--- src/rtl/fust_issue_sched.sv ---
// Scoreboard issue scheduler: NUM_FU rows with dependency tags, writeback wakeup,
// saturating age and oldest-ready single issue over a valid/ready slot.
module fust_issue_sched #(
  parameter int unsigned NUM_FU = 5,
  parameter int unsigned REG_W  = 5,
  parameter int unsigned AGE_W  = 3,
  localparam int unsigned FU_W  = $clog2(NUM_FU),
  localparam int unsigned TAG_W = $clog2(NUM_FU + 1)
) (
  input  logic                    CLK,
  input  logic                    RST,
  input  logic                    flush,
  input  logic                    disp_valid,
  input  logic [FU_W-1:0]         disp_fu,
  input  logic [REG_W-1:0]        disp_rs1,
  input  logic [REG_W-1:0]        disp_rs2,
  input  logic [REG_W-1:0]        disp_rd,
  input  logic [TAG_W-1:0]        disp_t1,
  input  logic [TAG_W-1:0]        disp_t2,
  output logic [NUM_FU-1:0]       disp_ready,
  output logic                    disp_err,
  input  logic                    wb_valid,
  input  logic [FU_W-1:0]         wb_fu,
  output logic                    iss_valid,
  input  logic                    iss_ready,
  output logic [FU_W-1:0]         iss_fu,
  output logic [REG_W-1:0]        iss_rs1,
  output logic [REG_W-1:0]        iss_rs2,
  output logic [REG_W-1:0]        iss_rd,
  output logic [2*NUM_FU-1:0]     fust_state,
  output logic [AGE_W*NUM_FU-1:0] fust_age
);

  typedef enum logic [1:0] {
    ST_EMPTY = 2'd0,
    ST_WAIT  = 2'd1,
    ST_RDY   = 2'd2,
    ST_EX    = 2'd3
  } row_state_e;

  localparam int unsigned CMP_W = TAG_W + 1;
  localparam logic [AGE_W-1:0] AGE_MAX = {AGE_W{1'b1}};

  // Compare one bit wider so wb_fu+1 never wraps onto a real tag.
  function automatic logic tag_wake(input logic [TAG_W-1:0] tag, input logic v,
                                    input logic [FU_W-1:0] fu);
    return v && (CMP_W'(tag) == (CMP_W'(fu) + CMP_W'(1)));
  endfunction

  row_state_e       r_state [NUM_FU];
  logic [REG_W-1:0] r_rs1   [NUM_FU];
  logic [REG_W-1:0] r_rs2   [NUM_FU];
  logic [REG_W-1:0] r_rd    [NUM_FU];
  logic [TAG_W-1:0] r_t1    [NUM_FU];
  logic [TAG_W-1:0] r_t2    [NUM_FU];
  logic [AGE_W-1:0] r_age   [NUM_FU];

  row_state_e       w_state_nxt [NUM_FU];
  logic [REG_W-1:0] w_rs1_nxt   [NUM_FU];
  logic [REG_W-1:0] w_rs2_nxt   [NUM_FU];
  logic [REG_W-1:0] w_rd_nxt    [NUM_FU];
  logic [TAG_W-1:0] w_t1_nxt    [NUM_FU];
  logic [TAG_W-1:0] w_t2_nxt    [NUM_FU];
  logic [AGE_W-1:0] w_age_nxt   [NUM_FU];
  logic [TAG_W-1:0] w_t1_eff    [NUM_FU];
  logic [TAG_W-1:0] w_t2_eff    [NUM_FU];

  logic [NUM_FU-1:0] w_elig;
  logic [NUM_FU-1:0] w_done;
  logic              w_found;
  logic [FU_W-1:0]   w_sel;
  logic [AGE_W-1:0]  w_best_age;
  logic [REG_W-1:0]  w_sel_rs1;
  logic [REG_W-1:0]  w_sel_rs2;
  logic [REG_W-1:0]  w_sel_rd;
  logic              w_disp_ok;
  logic              w_slot_free;
  logic              w_take;

  logic              r_iss_valid;
  logic [FU_W-1:0]   r_iss_fu;
  logic [REG_W-1:0]  r_iss_rs1;
  logic [REG_W-1:0]  r_iss_rs2;
  logic [REG_W-1:0]  r_iss_rd;
  logic              r_disp_err;

  assign w_slot_free = ~r_iss_valid | iss_ready;
  assign w_take      = w_slot_free & w_found;

  // Wakeup bypass, eligibility, dispatch readiness and oldest-first selection.
  always_comb begin
    w_found    = 1'b0;
    w_sel      = '0;
    w_best_age = '0;
    w_sel_rs1  = '0;
    w_sel_rs2  = '0;
    w_sel_rd   = '0;
    w_disp_ok  = 1'b0;
    w_elig     = '0;
    w_done     = '0;
    disp_ready = '0;
    for (int i = 0; i < NUM_FU; i++) begin
      w_t1_eff[i] = tag_wake(r_t1[i], wb_valid, wb_fu) ? '0 : r_t1[i];
      w_t2_eff[i] = tag_wake(r_t2[i], wb_valid, wb_fu) ? '0 : r_t2[i];
      w_elig[i]   = ((r_state[i] == ST_WAIT) || (r_state[i] == ST_RDY)) &&
                    (w_t1_eff[i] == '0) && (w_t2_eff[i] == '0);
      w_done[i]   = (r_state[i] == ST_EX) && wb_valid && (wb_fu == FU_W'(i));
      disp_ready[i] = (r_state[i] == ST_EMPTY) || w_done[i];
      if (disp_valid && (disp_fu == FU_W'(i)) && disp_ready[i]) begin
        w_disp_ok = 1'b1;
      end
      if (w_elig[i] && (!w_found || (r_age[i] > w_best_age))) begin
        w_found    = 1'b1;
        w_sel      = FU_W'(i);
        w_best_age = r_age[i];
        w_sel_rs1  = r_rs1[i];
        w_sel_rs2  = r_rs2[i];
        w_sel_rd   = r_rd[i];
      end
    end
  end

  // Per-row next state: dispatch > completion > issue > aging.
  always_comb begin
    for (int i = 0; i < NUM_FU; i++) begin
      w_state_nxt[i] = r_state[i];
      w_rs1_nxt[i]   = r_rs1[i];
      w_rs2_nxt[i]   = r_rs2[i];
      w_rd_nxt[i]    = r_rd[i];
      w_t1_nxt[i]    = w_t1_eff[i];
      w_t2_nxt[i]    = w_t2_eff[i];
      w_age_nxt[i]   = r_age[i];
      if (w_disp_ok && (disp_fu == FU_W'(i))) begin
        w_state_nxt[i] = ST_WAIT;
        w_rs1_nxt[i]   = disp_rs1;
        w_rs2_nxt[i]   = disp_rs2;
        w_rd_nxt[i]    = disp_rd;
        w_t1_nxt[i]    = tag_wake(disp_t1, wb_valid, wb_fu) ? '0 : disp_t1;
        w_t2_nxt[i]    = tag_wake(disp_t2, wb_valid, wb_fu) ? '0 : disp_t2;
        w_age_nxt[i]   = '0;
      end else if (w_done[i]) begin
        w_state_nxt[i] = ST_EMPTY;
        w_age_nxt[i]   = '0;
      end else if (w_take && (w_sel == FU_W'(i))) begin
        w_state_nxt[i] = ST_EX;
        w_age_nxt[i]   = '0;
      end else if ((r_state[i] == ST_WAIT) || (r_state[i] == ST_RDY)) begin
        if (w_elig[i]) begin
          w_state_nxt[i] = ST_RDY;
        end
        w_age_nxt[i] = (r_age[i] == AGE_MAX) ? AGE_MAX : r_age[i] + AGE_W'(1);
      end
    end
  end

  always_ff @(posedge CLK or posedge RST) begin
    if (RST) begin
      for (int i = 0; i < NUM_FU; i++) begin
        r_state[i] <= ST_EMPTY;
        r_rs1[i]   <= '0;
        r_rs2[i]   <= '0;
        r_rd[i]    <= '0;
        r_t1[i]    <= '0;
        r_t2[i]    <= '0;
        r_age[i]   <= '0;
      end
    end else if (flush) begin
      for (int i = 0; i < NUM_FU; i++) begin
        r_state[i] <= ST_EMPTY;
        r_t1[i]    <= '0;
        r_t2[i]    <= '0;
        r_age[i]   <= '0;
      end
    end else begin
      for (int i = 0; i < NUM_FU; i++) begin
        r_state[i] <= w_state_nxt[i];
        r_rs1[i]   <= w_rs1_nxt[i];
        r_rs2[i]   <= w_rs2_nxt[i];
        r_rd[i]    <= w_rd_nxt[i];
        r_t1[i]    <= w_t1_nxt[i];
        r_t2[i]    <= w_t2_nxt[i];
        r_age[i]   <= w_age_nxt[i];
      end
    end
  end

  // Issue slot: reloads only when free; payload holds while stalled.
  always_ff @(posedge CLK or posedge RST) begin
    if (RST) begin
      r_iss_valid <= 1'b0;
      r_iss_fu    <= '0;
      r_iss_rs1   <= '0;
      r_iss_rs2   <= '0;
      r_iss_rd    <= '0;
    end else if (flush) begin
      r_iss_valid <= 1'b0;
    end else if (w_slot_free) begin
      r_iss_valid <= w_found;
      if (w_found) begin
        r_iss_fu  <= w_sel;
        r_iss_rs1 <= w_sel_rs1;
        r_iss_rs2 <= w_sel_rs2;
        r_iss_rd  <= w_sel_rd;
      end
    end
  end

  // Sticky error; survives flush.
  always_ff @(posedge CLK or posedge RST) begin
    if (RST) begin
      r_disp_err <= 1'b0;
    end else if (disp_valid && !w_disp_ok) begin
      r_disp_err <= 1'b1;
    end
  end

  always_comb begin
    for (int i = 0; i < NUM_FU; i++) begin
      fust_state[2*i +: 2]      = r_state[i];
      fust_age[AGE_W*i +: AGE_W] = r_age[i];
    end
  end

  assign iss_valid = r_iss_valid;
  assign iss_fu    = r_iss_fu;
  assign iss_rs1   = r_iss_rs1;
  assign iss_rs2   = r_iss_rs2;
  assign iss_rd    = r_iss_rd;
  assign disp_err  = r_disp_err;

endmodule
--- config.mk ---
export PLATFORM = sky130hd
export DESIGN_NAME = fust_issue_sched
export DESIGN_NICKNAME = d
export VERILOG_FILES = /design/src/rtl/fust_issue_sched.sv
export SDC_FILE = /design/constraint.sdc
export NUM_CORES = 1
export LEC_CHECK = 0
export ABC_AREA = 1
export BUFFER_PORTS_ARGS = -buffer_cell sky130_fd_sc_hd__buf_4
export CAP_MARGIN = 5
export CORE_UTILIZATION = 55
export DETAILED_ROUTE_END_ITERATION = 12
export GPL_TIMING_DRIVEN = 0
export PLACE_DENSITY_LB_ADDON = 0.3
export SLEW_MARGIN = 20
export SYNTH_ARGS = -nofsm -noshare
export SYNTH_HDL_FRONTEND = slang
export SYNTH_SLANG_ARGS = --single-unit
export TNS_END_PERCENT = 20
--- constraint.sdc ---
create_clock -name CLK -period 7.3 [get_ports CLK]
set_clock_uncertainty 0.15 [all_clocks]
set_input_delay 0.365 -clock CLK [delete_from_list [all_inputs] [get_ports CLK]]
set_output_delay 0.365 -clock CLK [all_outputs]
set_load 0.05 [all_outputs]
==> results of run 1 <==
-- worst register-to-register path: cells and delay by family (launching register included) --
kind,cells,cell delay [ns]
DFF,1,0.41
adders and majority gates,4,1.18
AOI/OAI and AO/OA,11,1.24
and+or+nand+nor,24,2.06
buffers and inverters,11,1.28
muxes,1,0.12
-- cell families after synthesis --
kind of cell / share of synthesized area (%)
AOI/OAI and AO/OA: 12.71
and+or+nand+nor: 26.46
muxes: 0.2423
buffers and inverters: 8.723
xor gates and xnor gates: 1.590
DFF: 45.43
adders and majority gates: 4.846
-- path summary, 6_finish.rpt --
check                           slack [ns]     endpoint
worst min-delay path                 0.001    r_rs1[21]
worst min register to register        0.33      r_rd[7]
worst max register to register        0.73  fust_age[3]
worst max-delay path                  0.47  fust_age[3]
max in group asynchronous             5.83    iss_rd[3]
min in group asynchronous             0.39     r_t1[14]
-- stage by stage --
step	total power (W)	std cells	instance area, sq um
final	0.004604	1355	9846
after global routing	0.004919	1355	9846
after CTS	0.004492	1351	9738
after detailed placement	0.003645	1316	9143
after global placement	0.003579	1315	9107
after floorplan	0.002990	1049	8262
-- sequential cells by signal, summed over array words and instances (netlist names) --
register,cells
disp_err,1
fust_age,15
fust_state,10
iss_fu,3
iss_rd,5
iss_rs1,5
iss_rs2,5
iss_valid,1
r_rd,25
r_rs1,25
r_rs2,25
r_t1,15
r_t2,15
-- cell type report --
cell class              count  area [sq um]  share of cell area [%]
repair buffers             91         710.7                   7.218
clock inverters            11         101.3                   1.029
flip-flops and latches    150          3754                   38.12
well taps                 184         230.2                   2.338
inverters                 116         452.9                   4.600
multi-input cells         738          3840                   39.00
clock buffers              20         446.7                   4.537
plain buffers              45         310.3                   3.152
-- power by group --
part	internal [W]	leakage, nW	switching, W
Combinational	0.000856	2.75	0.00165
Sequential	0.00111	1.95	0.000164
Clock	0.000476	0.270	0.000354
-- layout by cell type, fill, tap and decap left out, types with 7 or more instances in the layout --
| cell type | instances |
|---|---|
| nand2_1 | 286 |
| dfrtp_1 | 150 |
| o21ai_0 | 113 |
| inv_1 | 107 |
| buf_4 | 91 |
| nand3_1 | 84 |
| nor2_1 | 65 |
| ha_1 | 31 |
| o22ai_1 | 25 |
| clkbuf_1 | 23 |
| nand3b_1 | 21 |
| clkbuf_16 | 17 |
| a21oi_1 | 16 |
| buf_6 | 11 |
| nand4_1 | 11 |
| xnor2_1 | 10 |
| nand2_2 | 9 |
| a211oi_1 | 9 |
| o21ai_1 | 8 |
| o31ai_1 | 7 |
-- routing by layer --
layer  part of all wire, %  vias to the layer above
met5                     0                        -
met4                   1.8                        0
met3                   7.1                       34
met2                    43                      254
met1                    48                     3462
li1                      -                     3661
-- timing repair --
item,CTS,global route
buffers inserted,0,3
gates cloned,0,1
hold buffers,4,0
hold endpoints to repair,73,0
setup endpoints to repair,19,38
resized for setup,4,27
pin swaps,1,7
==> impl_metrics.yaml, run 1 <==
run_status:
  status: "complete, no violations"
timing:
  period_share_pct: 93.55
  tns_ns: 0
  setup_slack_ns: 0.4705
  period_minus_slack_ns: 6.829
  tightest_slew_ns: 0.5770
  holdWs_ns: 0.001289
  finalSetupViolCount: 0
  max-slew-margin-rel_pct: 61.53
  hold_viol_final: 0
  max_freq_ghz: 0.1464
  slew_viol_final: 0
critical_path:
  cpLargestDelayFamily: "simple AND/OR/NAND/NOR gates"
  start_kind: "primary input"
  cp-end-kind: "flop"
  cpPeakStageDelay_ns: 0.34
  critPathMaxFanout: 10
  worst-path-stages: 55
  slowest_stage: "ha_1"
  critPathBufInv: 14
  worstPathRequired_ns: 7.47
  crit_arrival_ns: 7.00
  crit_path_start: "wb_fu[0]"
  crit_top_cell: "nand2_1"
  ff2ff_path_depth: 51
  r2r-start: "r_t1[12]"
  crit_type: "primary input to flop"
synthesis:
  yosysTopAreaCellShare_pct: 45.43
  synth_cell_types: 38
  synth_area_leaders: "dfrtp_1 45%, nand2_1 13%, o21ai_0 7.0%"
  syn-num-nets: 1114
  synthFlopType: "dfrtp_1"
  synth_seq_area_share_pct: 45.43
  yosys-top-cells-count: "291 x nand2_1, 150 x dfrtp_1, 116 x o21ai_0"
  syn_inst: 1049
  avgSynthCellArea_sq_um: 7.876
  yosys.area.top_type: "dfrtp_1"
  synth.most_common_cell: "nand2_1"
  yosysWarnings: 0
  synth-edff-count: 0
  ys_ff_latch: 150
  async_reset_ff_share_pct: 100.0
  syn_area_sq_mm: 0.008262
finish:
  fillers: 1199
  nets: 1224
  layout-drive-gt1-share_pct: 15.29
  utilization_pct: 67.49
  insertedDiodeCount: 0
  syn_to_final_growth_pct: 19.17
global_route:
  grt_util_met1_pct: 41.75
  grt_use_total_pct: 28.41
  grt_pass1_wl_mm: 34.62
  grt_max_degree: 81
  grt_overflow: 0
  grt.met2_usage_pct: 41.01
  antenna_found_initial: 0
  top_usage_layer: "met1"
  grt_pass1_vias: 6884
  met3_usage_pct: 6.787
die:
  dieArea_sq_mm: 0.01552
  row_count: 44
  start_util_pct: 56.63
  die_y_um: 124.6
  die_w_um: 124.6
  core_sq_mm: 0.01459
  io_pins: 83
flow_run:
  max_cap_viol_count: 0
clock_tree:
  cts.reportedPaths.clkPinSlew_ns: 0.06
  cts_tree: "done"
  cts.sink_count: 150
  cts_buffers: 17
  cts_buffer_depth: 2
  clkLatencyLatePin_ns: 0.44
  cts-htree-levels: 4
  cts_root_buffer: "clkbuf_16"
drt:
  vias: 7411
  wl_per_cell_um: 15.75
  drtAntennaViolNets: 0
  drcViolationCount: 0
  routed_wl_mm: 21.34
  drt_iter0_markers: 646
  via_per_inst: 5.469
  drt_pass1_iterations: 5
power_and_ir_drop:
  power_density_mw_per_mm2: 467.6
  p_leak_nw: 4.978
  peakVddDrop_mv: 0.2846
placed_design:
  dp_hpwl_mm: 16.03
  io_buffers: 82
  dp_slack_ns: -0.5652
  place.gp.congestion: 0.8896
min_path:
  hold_class: "primary input to flop"
  min-delay-start: "disp_rs1[1]"
  hold_depth: 3
Note: power is estimated with default switching activity, not from simulation.
==> run 2: changes to the inputs <==
Settings changed: GPL_TIMING_DRIVEN 0 to default.
==> run 2 against run 1 <==
Combinational power shrank 5%; global-route usage is 0.21 points lower; wire length decreased by 0.34%; final area is 2.0% lower; cell count shrank 2.4%; sequential share of layout area grew 0.78 points; critical path depth is 9 lower; via count about the same; clock power grew 9.4%; highest routed layer unchanged; register-to-register slack improved by 0.26 ns; fmax is 4.4% higher; die area unchanged.
==> impl_metrics.yaml, run 2 (synthesis results as in run 1) <==
placed_design:
  dp.cells: 1279
  place.gp.congestion: 0.8912
  io_buffers: 82
  dp_hpwl_mm: 15.02
  dp_slack_ns: 0.1481
die:
  dieArea_sq_mm: 0.01552
  die_w_um: 124.6
  io_pins: 83
  die_y_um: 124.6
  row_count: 44
  start_util_pct: 56.63
  core_sq_mm: 0.01459
drt:
  drt_iter0_markers: 670
  via_per_inst: 5.599
  drt_pass1_iterations: 5
  drtAntennaViolNets: 0
  wl_per_cell_um: 16.08
  routed_wl_mm: 21.27
  vias: 7407
  drcViolationCount: 0
clock_tree:
  cts_buffers: 17
  cts_buffer_depth: 2
  clkLatencyLatePin_ns: 0.43
  cts_tree: "done"
  cts.sink_count: 150
  cts.reportedPaths.clkPinSlew_ns: 0.06
  cts-htree-levels: 4
  cts_root_buffer: "clkbuf_16"
global_route:
  antenna_found_initial: 0
  grt_max_degree: 91
  grt_pass1_wl_mm: 34.71
  grt_use_total_pct: 28.20
  grt_overflow: 0
  grt_pass1_vias: 6657
finish:
  fillers: 1258
  seq_area_sq_mm: 0.003754
  utilization_pct: 66.14
  stdcell_count: 1323
  nets: 1192
  layout_common_cells: "289 x nand2_1, 150 x dfrtp_1, 115 x o21ai_0"
  largest_registers: "r_rd (25), r_rs1 (25), r_rs2 (25)"
  multiInputGateArea_sq_mm: 0.003809
  insertedDiodeCount: 0
  final_common_cell: "nand2_1"
  layout-drive-gt1-share_pct: 13.26
  syn_to_final_growth_pct: 16.80
timing:
  tightest_slew_ns: 0.8843
  max-slew-margin-rel_pct: 40.68
  tns_ns: 0
  period_minus_slack_ns: 6.542
  finalSetupViolCount: 0
  setup_slack_ns: 0.7584
  slew_viol_final: 0
  period_share_pct: 89.61
  rsz0062_at_grt: "no"
  hold_viol_final: 0
  max_freq_ghz: 0.1529
critical_path:
  critPathMaxFanout: 19
  start_kind: "primary input"
  crit_top_cell: "nand2_1"
  crit_type: "primary input to flop"
  cp-end-kind: "flop"
  cpPeakStageDelay_ns: 0.33
  slowest_stage: "ha_1"
  worstPathRequired_ns: 7.52
  crit_arrival_ns: 6.76
power_and_ir_drop:
  power_density_mw_per_mm2: 472.5
  p_leak_nw: 4.889
  peakVddDrop_mv: 0.3084
min_path:
  hold_class: "primary input to flop"
run_status:
  status: "complete, no violations"
flow_run:
  max_cap_viol_count: 0
[run 2: cell types whose count changed in the layout (fill, tap and decap cells not counted), moves of 3 or more]
cell,before,now
dlygate4sd3_1,4,11
clkbuf_1,23,1
buf_6,11,1
clkinv_2,4,1
inv_6,3,6
nand2_2,9,6
nand2_1,286,289
buf_2,5,0
clkinv_4,4,1
[run 2: worst paths after layout]
| kind | startpoint | end | slack [ns] | cells after the start |
|---|---|---|---|---|
| setup / recovery | wb_fu[0] | iss_rd[1] | 0.76 | 46 |
| hold / removal | disp_rs2[4] | r_rs2[24] | 0.01 | 3 |
| setup reg to reg | r_t2[12] | iss_rd[1] | 0.99 | 45 |
| hold reg to reg | r_rs1[8] | r_rs1[8] | 0.33 | 2 |
| max in group asynchronous | RST | r_rs2[4] | 5.23 | 4 |
| min in group asynchronous | RST | r_t1[11] | 0.48 | 3 |
[run 2: per-layer routing]
| metal | vias to the layer above | GRT usage [%] | share of wire, % |
|---|---|---|---|
| li1 | 3609 | - | - |
| met1 | 3452 | 44.85 | 49 |
| met2 | 318 | 38.77 | 42 |
| met3 | 28 | 5.455 | 8.2 |
| met4 | 0 | 7.442 | 1.4 |
| met5 | - | 0 | 0 |
[run 2: layout make-up]
class / instances / area share, %
clock buffers: 18 / 4.448
clock inverters: 13 / 1.763
inverters: 116 / 4.564
multi-input cells: 739 / 39.47
flip-flops and latches: 150 / 38.90
well taps: 184 / 2.386
repair buffers: 103 / 8.467
[run 2: power breakdown]
part	switching, W	total [W]	leakage (nW)	internal (W)
clock network	0.000368	0.000908	0.284	0.000540
registers	0.000169	0.00128	1.95	0.00111
logic	0.00162	0.00237	2.65	0.000755
[run 2: per-stage QoR]
stage                     power (W)  area, sq um  hold WS (ns)
after floorplan            0.002990         8262        0.2944
final                      0.004559         9649       0.01105
after global placement     0.003486         8895        0.3069
after global routing       0.004885         9649       0.03322
after detailed placement   0.003540         8895        0.3142
after CTS                  0.004468         9604      0.003149
[run 2: timing repair]
action	CTS	global route
setup endpoints to repair	0	34
resized for setup	0	5
buffers inserted	0	1
hold endpoints to repair	99	0
hold buffers	11	0
[run 2: worst max-delay path: cells and delay by family]
| family | cells | cell delay [ns] |
|---|---|---|
| buffers and inverters | 7 | 0.87 |
| XOR/XNOR | 1 | 0.15 |
| adder cells (fa/ha/maj) | 6 | 1.74 |
| AO/OA/AOI/OAI | 8 | 1.20 |
| multiplexers | 1 | 0.20 |
| AND/OR/NAND/NOR | 23 | 2.20 |
